## src/rtl/trim_pwm_pkg.sv

```systemverilog
// Shared definitions for the trim PWM generator and capture blocks:
// FSM state encoding and width helpers derived from the PWM resolution.
package trim_pwm_pkg;

  localparam int RES_MIN = 8;
  localparam int RES_MAX = 16;

  typedef enum logic [1:0] {
    ST_IDLE = 2'd0,
    ST_HIGH = 2'd1,
    ST_LOW  = 2'd2
  } state_t;

  // One extra bit so a full 2^res period is representable.
  function automatic int cnt_width(input int res);
    return res + 1;
  endfunction

  function automatic int sat_value(input int res);
    return (2 ** (res + 1)) - 1;
  endfunction

endpackage

```

## src/rtl/trim_pwm_edge_sync.sv

```systemverilog
// Two-flop synchronizer for the asynchronous PWM input, followed by a
// previous-value flop that yields single-cycle rise and fall strobes.
module trim_pwm_edge_sync (
  input  logic clock,
  input  logic reset,
  input  logic pwm_in,
  output logic level,
  output logic rise,
  output logic fall
);

  logic meta;
  logic sync;
  logic prev;

  always_ff @(posedge clock or negedge reset) begin
    if (!reset) begin
      meta <= 1'b0;
      sync <= 1'b0;
      prev <= 1'b0;
    end else begin
      meta <= pwm_in;
      sync <= meta;
      prev <= sync;
    end
  end

  assign level = sync;
  assign rise  = sync & ~prev;
  assign fall  = ~sync & prev;

endmodule

```

## src/rtl/trim_pwm_capture.sv

```systemverilog
// Measures high time and period of an incoming PWM waveform in clock cycles;
// one valid pulse per completed period, sticky overflow on counter saturation.
module trim_pwm_capture
  import trim_pwm_pkg::*;
#(
  parameter int Resolution = 8,
  localparam int W = cnt_width(Resolution)
) (
  input  logic         clock,
  input  logic         reset,
  input  logic         en,
  input  logic         pwm_in,
  output logic [W-1:0] high_count,
  output logic [W-1:0] period_count,
  output logic         valid,
  output logic         overflow,
  output logic         level,
  output state_t       state
);

  localparam logic [W-1:0] SAT = W'(sat_value(Resolution));

  // Handshake: valid is a one-cycle strobe with no ready; high_count and
  // period_count change only in the cycle valid is high and hold otherwise.

  logic         rise;
  logic         fall;
  logic [W-1:0] counter;
  logic [W-1:0] high_q;
  logic         sat_seen;
  logic         at_sat;

  trim_pwm_edge_sync u_edge_sync (
    .clock  (clock),
    .reset  (reset),
    .pwm_in (pwm_in),
    .level  (level),
    .rise   (rise),
    .fall   (fall)
  );

  assign at_sat = (counter == SAT);

  always_ff @(posedge clock or negedge reset) begin
    if (!reset) begin
      state        <= ST_IDLE;
      counter      <= '0;
      high_q       <= '0;
      sat_seen     <= 1'b0;
      high_count   <= '0;
      period_count <= '0;
      valid        <= 1'b0;
      overflow     <= 1'b0;
    end else begin
      valid <= 1'b0;
      if (!en) begin
        // Abort: results and the sticky flag are left untouched.
        state    <= ST_IDLE;
        counter  <= '0;
        sat_seen <= 1'b0;
      end else begin
        case (state)
          ST_IDLE: begin
            if (rise) begin
              state    <= ST_HIGH;
              counter  <= W'(1);
              sat_seen <= 1'b0;
            end
          end
          ST_HIGH: begin
            if (fall) begin
              state  <= ST_LOW;
              high_q <= counter;
            end
            if (at_sat) begin
              sat_seen <= 1'b1;
              overflow <= 1'b1;
            end else begin
              counter <= counter + 1'b1;
            end
          end
          ST_LOW: begin
            if (rise) begin
              state    <= ST_HIGH;
              counter  <= W'(1);
              sat_seen <= 1'b0;
              // A saturated period is discarded; the new rise just restarts.
              if (!sat_seen) begin
                high_count   <= high_q;
                period_count <= counter;
                valid        <= 1'b1;
                overflow     <= 1'b0;
              end
            end else if (at_sat) begin
              sat_seen <= 1'b1;
              overflow <= 1'b1;
            end else begin
              counter <= counter + 1'b1;
            end
          end
          default: begin
            state   <= ST_IDLE;
            counter <= '0;
          end
        endcase
      end
    end
  end

endmodule

```

## config.mk

```make
export PLATFORM = sky130hd
export DESIGN_NAME = trim_pwm_capture
export DESIGN_NICKNAME = d
export VERILOG_FILES = /design/src/rtl/trim_pwm_pkg.sv /design/src/rtl/trim_pwm_edge_sync.sv /design/src/rtl/trim_pwm_capture.sv
export SDC_FILE = /design/constraint.sdc
export NUM_CORES = 1
export LEC_CHECK = 0
export BUFFER_PORTS_ARGS = -buffer_cell sky130_fd_sc_hd__buf_2
export CORE_AREA = 2 2 64 66
export CTS_CLUSTER_SIZE = 28
export DETAILED_ROUTE_END_ITERATION = 10
export DIE_AREA = 0 0 66 68
export GPL_TIMING_DRIVEN = 0
export HOLD_SLACK_MARGIN = 0.08
export PLACE_DENSITY = 0.81
export SYNTH_ARGS = -nofsm -noshare
export SYNTH_HDL_FRONTEND = slang
export SYNTH_SLANG_ARGS = --single-unit
```

## constraint.sdc

```tcl
create_clock -name clock -period 2.3 [get_ports clock]
set_clock_uncertainty 0.15 [all_clocks]
set_input_delay 0.23 -clock clock [delete_from_list [all_inputs] [get_ports clock]]
set_output_delay 0.23 -clock clock [all_outputs]
set_load 0.1 [all_outputs]
```

# Word level (Yosys, flattened, before mapping)
# Cells that the tools add are included.
dict set report classes {
  n_mux 22
  bitwise 5
  n_reduce_logical 8
  addsub 1
  n_eq_ne 8
}
# operator n
set ops {}
lappend ops {{9-bit 2-to-1 mux} 4}
lappend ops {{9-bit case mux with 3 select lines} 1}
lappend ops {{1-bit 2-to-1 mux} 11}
lappend ops {{9-bit by 1-bit adder with 9-bit output, second input constant} 1}
lappend ops {{9-bit equality test, second input constant} 1}
lappend ops {{3-bit inequality test, second input constant} 3}
lappend ops {{2-bit 2-to-1 mux} 3}
lappend ops {{3-bit AND reduction} 2}
lappend ops {{4-bit by 1-bit inequality test with 1-bit output, second input constant} 1}
lappend ops {{2-bit case mux with 2 select lines} 1}
lappend ops {{2-bit AND reduction} 2}
lappend ops {{4-bit AND reduction} 1}
lappend ops {{3-bit by 2-bit inequality test with 1-bit output, second input constant} 1}
lappend ops {{1-bit inverter} 3}
lappend ops {{1-bit case mux with 3 select lines} 1}
lappend ops {{1-bit bitwise AND} 2}
lappend ops {{2-bit by 1-bit equality test with 1-bit output, second input constant} 1}
lappend ops {{2-bit equality test, second input constant} 1}
lappend ops {{2-bit zero test} 1}
lappend ops {{1-bit case mux with 2 select lines} 1}
lappend ops {{2-bit nonzero test} 1}
lappend ops {{2-bit OR reduction} 1}
dict set report totals {
  elab_cells 55
  out_inout_bits 23
  input_bits 4
  regBits 44
}

# Logic depth before layout (Yosys ltp)
# Gate-level depths: netlist of the first run.
dict set report depth {
  word_depth 5
  ltp_mapped 7
  mapped_depth_nobuf 6
}

# By module
# Synthesis of the first run repeated with hierarchy kept, for this count alone.
dict set report unflattened {
  hier_cells 159
  area_unflattened_um2 1980.6
}
# module area_per_inst_um2 seq_area_each_um2 instances cells_each
set modules_own_cells {}
lappend modules_own_cells {trim_pwm_capture 1890.6 1026.0 1 154}
lappend modules_own_cells {trim_pwm_edge_sync 90.1 75.1 1 5}

# Least setup slack after synthesis of the first run
# Ideal clock, no wire load.
dict set report synth_timing {
  path_kind {register to register}
  start {register state[1]}
  end {register high_q[0]}
  arrival_ns 2.424
  n_path_buf 2
  period_less_slack_ns 2.699
  setup_time_ns 0.125
  slack_ns -0.399
  stages_incl_launch_ff 7
  required_time_ns 2.025
  path_cell_list {dfrtp_1 inv_1 ha_1 clkbuf_1 nand4b_1 clkbuf_1 mux2_2}
}
dict set report synth_between {
  elab_chain_cells 2
}
# element line_no
set synth_rtl {}
lappend synth_rtl {{start: declaration} trim_pwm_capture.sv:18} ;# output state_t state
lappend synth_rtl {{start signal: assignment} trim_pwm_capture.sv:46} ;# state <= ST_IDLE;
lappend synth_rtl {{start signal: assignment} trim_pwm_capture.sv:58} ;# state <= ST_IDLE;
lappend synth_rtl {{start signal: assignment} trim_pwm_capture.sv:65} ;# state <= ST_HIGH;
lappend synth_rtl {{2-bit by 1-bit equality test with 1-bit output} trim_pwm_capture.sv:62} ;# case (state)
lappend synth_rtl {{3-bit AND reduction (no line)} --}
lappend synth_rtl {{end signal: assignment} trim_pwm_capture.sv:73} ;# high_q <= counter;
lappend synth_rtl {{end: declaration} trim_pwm_capture.sv:29} ;# logic [W-1:0] high_q;
# No other way between the ends.
# A chain may end at the register's enable or synchronous reset.

# Worst setup path after layout of the first run
dict set report layout_timing {
  start {register counter[0]}
  end {register counter[0]}
}
dict set report layout_between {
  elab_chain_cells 5
  word_cells_on_any_way 6
  classes_between {add/sub: 1; eq/ne: 1; mux: 4}
}
# element line_no
set layout_rtl {}
lappend layout_rtl {{start: declaration} trim_pwm_capture.sv:28} ;# logic [W-1:0] counter;
lappend layout_rtl {{start signal: assignment} trim_pwm_capture.sv:79} ;# counter <= counter + 1'b1;
lappend layout_rtl {{start signal: assignment} trim_pwm_capture.sv:98} ;# counter <= counter + 1'b1;
lappend layout_rtl {{9-bit by 1-bit adder with 9-bit output / 9-bit equality test (equally long branches)} {trim_pwm_capture.sv:79, trim_pwm_capture.sv:98, trim_pwm_capture.sv:42}}
lappend layout_rtl {{9-bit 2-to-1 mux (*)} {trim_pwm_capture.sv:75, trim_pwm_capture.sv:94}}
lappend layout_rtl {{9-bit 2-to-1 mux} trim_pwm_capture.sv:83} ;# if (rise) begin
lappend layout_rtl {{9-bit case mux with 3 select lines (*)} trim_pwm_capture.sv:62}
lappend layout_rtl {{9-bit 2-to-1 mux (*)} trim_pwm_capture.sv:56} ;# if (!en) begin
# Mark *: on every way between the ends. The rest lies on a longest branch, timed or not.

==> flow_summary_export.csv, run 1 <==
group,metric,value,unit
run_status,status,"completed",
place,port_buffers,25,
drt,drc,0,
power,fin_total_pwr,1.46,mW
final_layout,stdcell_area,0.00237,mm²
drt,firstDrtPassIters,4,
clock_network,clock_path_buffers,2,
floorplan,die_w,66,µm
final_layout,nets,210,
clock_network,path_clk_slew,0.07,ns
floorplan,die-area,0.00449,mm²
critical_path,path_class,"reg -> reg",
drt,vias_per_cell,5.82,
timing,hold_viol,0,
final_layout,diodes,0,
floorplan,fp-row-count,23,
clock_network,cts_tree,"done",
hold_path,holdPathStages,2,
floorplan,initial_core_util,53.2,%
critical_path,r2r_end,"counter[0]",
timing,whs,0.100,ns
logic_synthesis,synth_nets,173,
critical_path,startpoint_type,"register",
timing,slew_viol_final,0,
critical_path,crit_required,2.33,ns
hold_path,hold_class,"in -> reg",
timing,rsz0062_at_grt,"false",
place,dp_hpwl,2.70,mm
timing,tns,0,ns
critical_path,endpoint_kind,"register",
timing,finalCriticalPeriod,2.20,ns
power,p_leak,1.20,nW
logic_synthesis,ys_types,45,
floorplan,io_pins,27,
logic_synthesis,synthArstFlopShare,100,%
logic_synthesis,synth_most_common_cell,"dfrtp_1",
drt,wire_per_inst,15.6,µm
logic_synthesis,yosys_warnings,0,
logic_synthesis,seq_area_frac_synth,53.6,%
logic_synthesis,synth_common_cells,"44 x dfrtp_1, 26 x mux2_2, 7 x nand2_1",
global_route,grt_pass1_vias,1342,
logic_synthesis,ys_seq_elements,44,
clock_network,h-tree-depth,2,
global_route,track_usage,19.4,%
timing,fin_crit_sh,95.5,%
final_layout,area_growth,15.6,%
power,ir_drop,0.440,mV
global_route,grt_max_degree,45,
floorplan,die_y,68,µm
critical_path,reg2reg_depth,7,
floorplan,core_area,0.00386,mm²
place,place.gp.congestion,0.876,
power,powerDensity,615,mW/mm²
critical_path,cp_max_fo,8,
logic_synthesis,synthCells,163,
critical_path,cp.arrival,2.23,ns
global_route,antenna_found_initial,0,
drt,finalWirelength,3.89,mm
global_route,grt_pass1_wl,6.46,mm
timing,relSlewSlack,37.5,%
critical_path,r2r_slack,0.10,ns
global_route,overflow,0,
timing,tightestPinTransition,0.937,ns
drt,ant_nets,0,
final_layout,layout-drive-gt1-share,40.5,%
place,placed_area,0.00225,mm²
clock_network,ctsRootBufferMaster,"clkbuf_8",
logic_synthesis,synth_edf_count,0,
timing,fmax,0.455,GHz
clock_network,clkSinkCount,44,
clock_network,cts_buffers,5,
logic_synthesis,synth_area_leaders,"dfrtp_1 54%, mux2_2 14%, ha_1 3.7%",
hold_path,holdPathEnd,"counter[0]",
logic_synthesis,syn_area,0.00205,mm²
hold_path,min_from,"en",
timing,setup_violations,0,
clock_network,clk_latency,0.30,ns
logic_synthesis,yosysTopAreaCell,"dfrtp_1",
logic_synthesis,syn-mean-instance-area,12.6,µm²
job,drv_cap,0,
final_layout,n_fill_cell,318,
drt,vias,1454,
critical_path,reg2reg_from,"counter[0]",
logic_synthesis,yosysTopAreaCellShare,53.6,%
logic_synthesis,ys.flop_type,"dfrtp_1",
drt,drt_iter0_markers,29,
==> per-stage QoR <==
stage	std cells	util [%]	setup WS (ns)
final	250	61.6	0.103
after global routing	250	61.6	0.0139
after CTS	247	60.9	0.0672
after detailed placement	238	58.3	0.0191
after global placement	238	58.3	0.0772
after floorplan	163	-	0.0399
==> power by group <==
part           total [mW]  switching (mW)  internal [mW]
logic               0.189           0.137         0.0515
registers           0.814          0.0198          0.794
clock network       0.457           0.252          0.205
==> state kept, by name, summed over array words and instances, names as in the netlist <==
name               count
period_count           9
overflow               1
counter                9
u_edge_sync.meta       1
valid                  1
high_count             9
u_edge_sync.prev       1
u_edge_sync.level      1
state                  2
sat_seen               1
high_q                 9
==> cells in the final DEF (no fill, tap or decap), types with 5 or more instances in the layout <==
cell type	n
a21oi_1	6
mux2_2	26
a31oi_1	6
clkbuf_8	5
dfrtp_1	41
nand2_1	7
o21ai_0	6
nand3_1	6
inv_1	6
buf_2	26
ha_1	6
==> worst max path at each step <==
stage,startpoint,cells after the start,to,slack (ns)
3_5_place_dp,state[1],6,high_q[7],0.02
5_1_grt,state[1],6,counter[1],0.01
6_report,counter[0],7,counter[0],0.10
4_1_cts,state[0],6,high_count[5],0.07
3_3_place_gp,state[1],6,high_q[7],0.08
2_1_floorplan,u_edge_sync.level,6,high_count[0],0.04
==> kinds of logic after synthesis <==
family	after synthesis	synth area share, %
buffers and inverters	14	3.90
muxes	26	14.3
adders and majority gates	6	3.66
DFF	44	53.6
and+or+nand+nor	37	11.8
AOI/OAI and AO/OA	36	12.7
==> what timing repair did <==
| item | CTS | global route |
|---|---|---|
| hold buffers | 2 | 0 |
| setup buffers | 0 | 3 |
| gates resized for setup | 1 | 2 |
| pin swaps | 0 | 1 |
| hold endpoints to repair | 45 | 0 |
| cloned | 0 | 0 |
| setup endpoints to repair | 4 | 8 |
==> layout make-up <==
cell class / count / area, µm² / area share (%)
clock buffer: 5 / 68.8 / 2.90
inverter: 6 / 22.5 / 0.949
clock inverter: 2 / 12.5 / 0.527
tap: 50 / 62.6 / 2.64
sequential: 44 / 1110 / 46.7
buffer: 8 / 60.1 / 2.53
timing repair buffer: 30 / 168 / 7.06
multi-input combinational: 105 / 872 / 36.7
==> worst max-delay path, stage by stage, from the launching register on <==
cell and delay (ns):
dfrtp_1 0.48, ha_1 0.29, and3_1 0.21, buf_6 0.13
and3_4 0.17, buf_6 0.13, and3_2 0.19, o311a_1 0.33
==> metal layers <==
layer / part of all wire [%] / vias up / track usage [%]
met2: 51 / 29 / 31.7
met5: 0 / - / 0
li1: - / 682 / -
met1: 44 / 738 / 24.8
met4: 1.5 / 0 / 7.91
met3: 3.7 / 5 / 5.43
(Power assumes the default switching activity.)
==> run 2, diff against run 1 <==
--- a/config.mk
+++ b/config.mk
@@ -13,6 +13,7 @@
 export GPL_TIMING_DRIVEN = 0
 export HOLD_SLACK_MARGIN = 0.08
 export PLACE_DENSITY = 0.81
+export REMOVE_ABC_BUFFERS = 1
 export SYNTH_ARGS = -nofsm -noshare
 export SYNTH_HDL_FRONTEND = slang
 export SYNTH_SLANG_ARGS = --single-unit
==> constraint.sdc (replaced) <==
create_clock -name clock -period 2.1 [get_ports clock]
set_clock_uncertainty 0.15 [all_clocks]
set_input_delay 0.21 -clock clock [delete_from_list [all_inputs] [get_ports clock]]
set_output_delay 0.21 -clock clock [all_outputs]
set_load 0.1 [all_outputs]
==> run 2 against run 1 <==
Against the previous run:
- sequential share of layout area is 0.91 points lower
- design area is 1.6% higher
- highest routed layer unchanged
- fmax is 7.7% higher
- critical path depth decreased by 2
- sequential cell count unchanged
- register-to-register slack got worse by 0.04 ns
- combinational power is 14% higher
- worst hold slack better by 0.11 ns
- clock-buffer cell count grew 1
==> flow_summary_export.csv, run 2 (synthesis gave the netlist of run 1 again) <==
group,metric,value,unit
run_status,status,"completed",
floorplan,core_area,0.00386,mm²
critical_path,path_class,"reg -> reg",
hold_path,min_from,"u_edge_sync.meta",
timing,tightestPinTransition,0.958,ns
critical_path,cp_max_fo,8,
final_layout,n_fill_cell,299,
clock_network,path_clk_slew,0.08,ns
critical_path,cp-startpoint,"counter[0]",
critical_path,reg2reg_from,"counter[0]",
hold_path,hold_class,"reg -> reg",
power,powerDensity,733,mW/mm²
place,place_ws,-0.234,ns
power,p_leak,1.20,nW
drt,firstDrtPassIters,4,
drt,drt_iter0_markers,48,
place,placed_area,0.00219,mm²
drt,finalWirelength,3.86,mm
power,power.share.clock,37.3,%
final_layout,diodes,0,
power,p_int,1.32,mW
timing,fin_crit_sh,97.1,%
clock_network,cts_buffers,5,
critical_path,endpoint_kind,"register",
drt,met3_length,154,µm
global_route,grt_max_degree,45,
drt,drc,0,
drt,vias,1404,
power,seq_power_share,50.5,%
final_layout,nets,206,
timing,whs,0.206,ns
floorplan,die_y,68,µm
clock_network,clock_path_buffers,2,
global_route,grt_pass1_wl,6.18,mm
final_layout,final_cell_mix,"42 x dfrtp_1, 26 x mux2_2, 26 x buf_2",
floorplan,io_pins,27,
power,ir_drop,0.434,mV
clock_network,cts_tree,"done",
final_layout,stdcell_area,0.00241,mm²
drt,dr_wl_met2,1.94,mm
timing,finalCriticalPeriod,2.04,ns
critical_path,crit_required,2.11,ns
timing,setup_violations,0,
job,drv_cap,0,
drt,vias_per_cell,5.68,
global_route,overflow,0,
global_route,track_usage,18.4,%
final_layout,layout-drive-gt1-share,41.6,%
drt,top_layer,"met4",
floorplan,fp-row-count,23,
floorplan,initial_core_util,53.2,%
clock_network,clk_latency,0.29,ns
clock_network,ctsRootBufferMaster,"clkbuf_8",
timing,relSlewSlack,36.1,%
power,switching_share,25.4,%
global_route,antenna_found_initial,0,
clock_network,h-tree-depth,2,
place,dp_hpwl,2.65,mm
power,p_comb_share,12.2,%
timing,slew_viol_final,0,
floorplan,die-area,0.00449,mm²
final_layout,final_common_cell,"dfrtp_1",
critical_path,cp.arrival,2.05,ns
timing,fin_ws,0.0606,ns
power,p_switching,0.450,mW
timing,hold_viol,0,
final_layout,area_growth,17.5,%
floorplan,die_w,66,µm
global_route,grt_pass1_vias,1369,
timing,fmax,0.490,GHz
drt,wl_met1,1.72,mm
place,port_buffers,26,
drt,ant_nets,0,
critical_path,startpoint_type,"register",
place,place.gp.congestion,0.884,
drt,wire_per_inst,15.6,µm
clock_network,clkSinkCount,44,
## run 2: per-layer routing
layer	up-vias	GRT usage [%]
li1	678	-
met1	678	23.2
met2	44	30.4
met3	4	4.11
met4	0	8.93
met5	-	0
## run 2: cell type report
class	instances	area, µm²	area share, %
Sequential cell	44	1100	45.7
Inverter	6	22.5	0.934
Multi-Input combinational cell	105	905	37.5
Clock inverter	2	38.8	1.61
Timing Repair Buffer	34	198	8.20
Tap cell	50	62.6	2.59
Clock buffer	6	82.6	3.42
## run 2: final timing paths
path / to / slack, ns / depth (start not counted)
max in group asynchronous: state[0] / 0.68 / 2
min in group asynchronous: high_count[5] / 0.46 / 2
setup / recovery: counter[0] / 0.06 / 5
hold reg to reg: u_edge_sync.level / 0.21 / 0
hold / removal: u_edge_sync.level / 0.21 / 0
setup reg to reg: counter[0] / 0.06 / 5
## run 2: critical path, stage by stage, from the launching register on
cell and delay [ns]:
dfrtp_2 0.46, ha_1 0.26, and3_2 0.27, and3_4 0.22, and3_2 0.21, o311a_1 0.35
## run 2: power by group through the flow
stage          Combinational [mW]  Sequential [mW]  Clock [mW]
2_1_floorplan              0.0752            0.977           0
3_3_place_gp                0.190            0.907           0
3_5_place_dp                0.199            0.909           0
4_1_cts                     0.205            0.893       0.679
5_1_grt                     0.231            0.897       0.715
6_report                    0.215            0.893       0.659
## run 2: what timing repair did
action,CTS,global route
hold buffers,3,0
resized for setup,3,6
pin swaps,1,0
setup endpoints to repair,32,14
gates cloned,0,0
buffers inserted,2,3
endpoints found under the hold margin,46,0
## run 2: per-stage QoR
stage | std cells | utilization [%] | setup TNS, ns | total power [mW]
floorplan | 155 | - | -17.96 | 1.05
global placement | 231 | 56.7 | -3.53 | 1.10
detailed placement | 231 | 56.7 | -5.93 | 1.11
CTS | 244 | 61.4 | 0 | 1.78
global route | 247 | 62.6 | -0.0192 | 1.84
finish | 247 | 62.6 | 0 | 1.77
==> run 3, diff against run 2 <==
--- a/config.mk
+++ b/config.mk
@@ -13,6 +13,7 @@
 export GPL_TIMING_DRIVEN = 0
 export HOLD_SLACK_MARGIN = 0.08
 export PLACE_DENSITY = 0.81
+export RECOVER_POWER = 100
 export REMOVE_ABC_BUFFERS = 1
 export SYNTH_ARGS = -nofsm -noshare
 export SYNTH_HDL_FRONTEND = slang
==> run 3 against run 2 <==
Against the previous run:
- clock power about the same
- final cell count unchanged
- design area about the same
- via count about the same
- register-to-register slack about the same
- worst hold slack about the same
- sequential share of layout area about the same
- setup slack about the same
- highest routed layer unchanged
==> flow_summary_export.csv, run 3 (synthesis gave the netlist of run 1 again) <==
group,metric,value,unit
hold_path,min_from,"u_edge_sync.meta",
drt,firstDrtPassIters,4,
place,port_buffers,26,
power,p_leak,1.18,nW
global_route,grt_use_met2,30.4,%
clock_network,ctsRootBufferMaster,"clkbuf_8",
global_route,grt_pass1_vias,1369,
critical_path,path_cells,"ha_1 -> and3_2 -> and3_4 -> and3_2 -> o311a_1",
clock_network,h-tree-depth,2,
clock_network,clkSinkCount,44,
power,powerDensity,733,mW/mm²
final_layout,fin_cells,247,
timing,whs,0.206,ns
critical_path,crit_required,2.11,ns
critical_path,reg2reg_depth,5,
drt,drc,0,
critical_path,cp_max_fo,8,
final_layout,diodes,0,
global_route,track_usage,18.4,%
power,ir_drop,0.434,mV
timing,finalCriticalPeriod,2.04,ns
floorplan,die_y,68,µm
drt,finalWirelength,3.85,mm
critical_path,cp_num_buf_inv,0,
final_layout,area_growth,17.4,%
hold_path,holdPathStages,0,
timing,hold_viol,0,
clock_network,cts_tree,"done",
final_layout,multi_input_area,905,µm²
critical_path,cp_common_cell,"and3_2",
timing,fin_crit_sh,97.1,%
timing,slew_viol_final,0,
floorplan,die-area,0.00449,mm²
run_status,status,"completed",
place,placed_area,0.00219,mm²
drt,ant_nets,0,
drt,wire_per_inst,15.6,µm
job,drv_cap,0,
floorplan,core_area,0.00386,mm²
place,dp.cells,231,
final_layout,seq_area,0.00110,mm²
timing,setup_violations,0,
place,dp_hpwl,2.65,mm
final_layout,final_cell_mix,"42 x dfrtp_1, 26 x mux2_2, 20 x clkbuf_2",
floorplan,die_w,66,µm
critical_path,r2r_end,"counter[0]",
critical_path,reg2reg_from,"counter[0]",
clock_network,clk_latency,0.29,ns
timing,tns,0,ns
critical_path,cpLargestDelayFamily,"simple AND/OR/NAND/NOR gates",
hold_path,holdPathEnd,"u_edge_sync.level",
hold_path,hold_class,"reg -> reg",
floorplan,io_pins,27,
critical_path,cp_slowest_cell,"dfrtp_2",
drt,drt_iter0_markers,48,
critical_path,path_class,"reg -> reg",
critical_path,slowest_delay,0.46,ns
critical_path,cp.arrival,2.05,ns
drt,vias,1405,
clock_network,path_clk_slew,0.08,ns
floorplan,initial_core_util,53.2,%
global_route,grt_pass1_wl,6.18,mm
global_route,overflow,0,
timing,tightestPinTransition,1.16,ns
final_layout,final_common_cell,"dfrtp_1",
drt,vias_per_cell,5.69,
critical_path,startpoint_type,"register",
final_layout,layout-drive-gt1-share,41.1,%
timing,fmax,0.490,GHz
global_route,grtUsageMet1,23.2,%
final_layout,stdcell_area,0.00241,mm²
clock_network,cts_buffers,5,
clock_network,clock_path_buffers,2,
global_route,grt-busiest-layer,"met2",
critical_path,r2r_slack,0.06,ns
floorplan,fp-row-count,23,
timing,relSlewSlack,23.0,%
final_layout,n_fill_cell,300,
critical_path,endpoint_kind,"register",
global_route,antenna_found_initial,0,
global_route,gr-usage-met3,4.11,%
final_layout,nets,206,
place,place.gp.congestion,0.884,
global_route,grt_max_degree,45,
[run 3: cell types whose count changed in the layout (fill, tap and decap cells not counted), sizes merged]
cell	before	now
buf	31	10
clkbuf	6	27
[run 3: worst reg2reg max path, cell delays in order (launching register included)]
cell and delay [ns]:
dfrtp_2 0.46, ha_1 0.26, and3_2 0.28, and3_4 0.22, and3_2 0.21, o311a_1 0.35
[run 3: through the flow]
step	power [mW]	utilization, %	setup WS, ns
after CTS	1.78	61.4	0.000191
after detailed placement	1.11	56.7	-0.234
final	1.77	62.5	0.0606
after floorplan	1.05	-	-0.579
after global routing	1.84	62.5	-0.0192
after global placement	1.10	56.7	-0.156
[run 3: per-layer routing]
layer,vias to the layer above,routed length [µm]
met4,0,42
li1,678,-
met1,681,1710
met2,42,1950
met3,4,143
met5,-,0
[run 3: worst max path at each step]
stage,startpoint,to,depth (start not counted)
after floorplan,state[0],counter[3],5
after global placement,state[0],period_count[4],5
after detailed placement,state[0],period_count[5],5
after CTS,state[1],counter[3],6
after global routing,state[0],counter[3],6
final,counter[0],counter[0],5
[run 3: layout make-up]
class	instances	share of cell area [%]
clock buffers	6	3.43
multi-input cells	105	37.5
well taps	50	2.59
clock inverters	2	1.61
inverters	6	0.934
flip-flops and latches	44	45.8
repair buffers	34	8.15
[run 3: power breakdown]
| group | internal (mW) | leakage (nW) | switching [mW] |
|---|---|---|---|
| Sequential | 0.869 | 0.602 | 0.0245 |
| Clock | 0.389 | 0.0614 | 0.270 |
| Combinational | 0.0598 | 0.517 | 0.155 |
[run 3: what timing repair did]
action	CTS	global route
hold buffers	3	0
resized for setup	3	6
buffers inserted	2	3
hold endpoints to repair	46	0
setup endpoints to repair	32	14
pin swaps	1	0
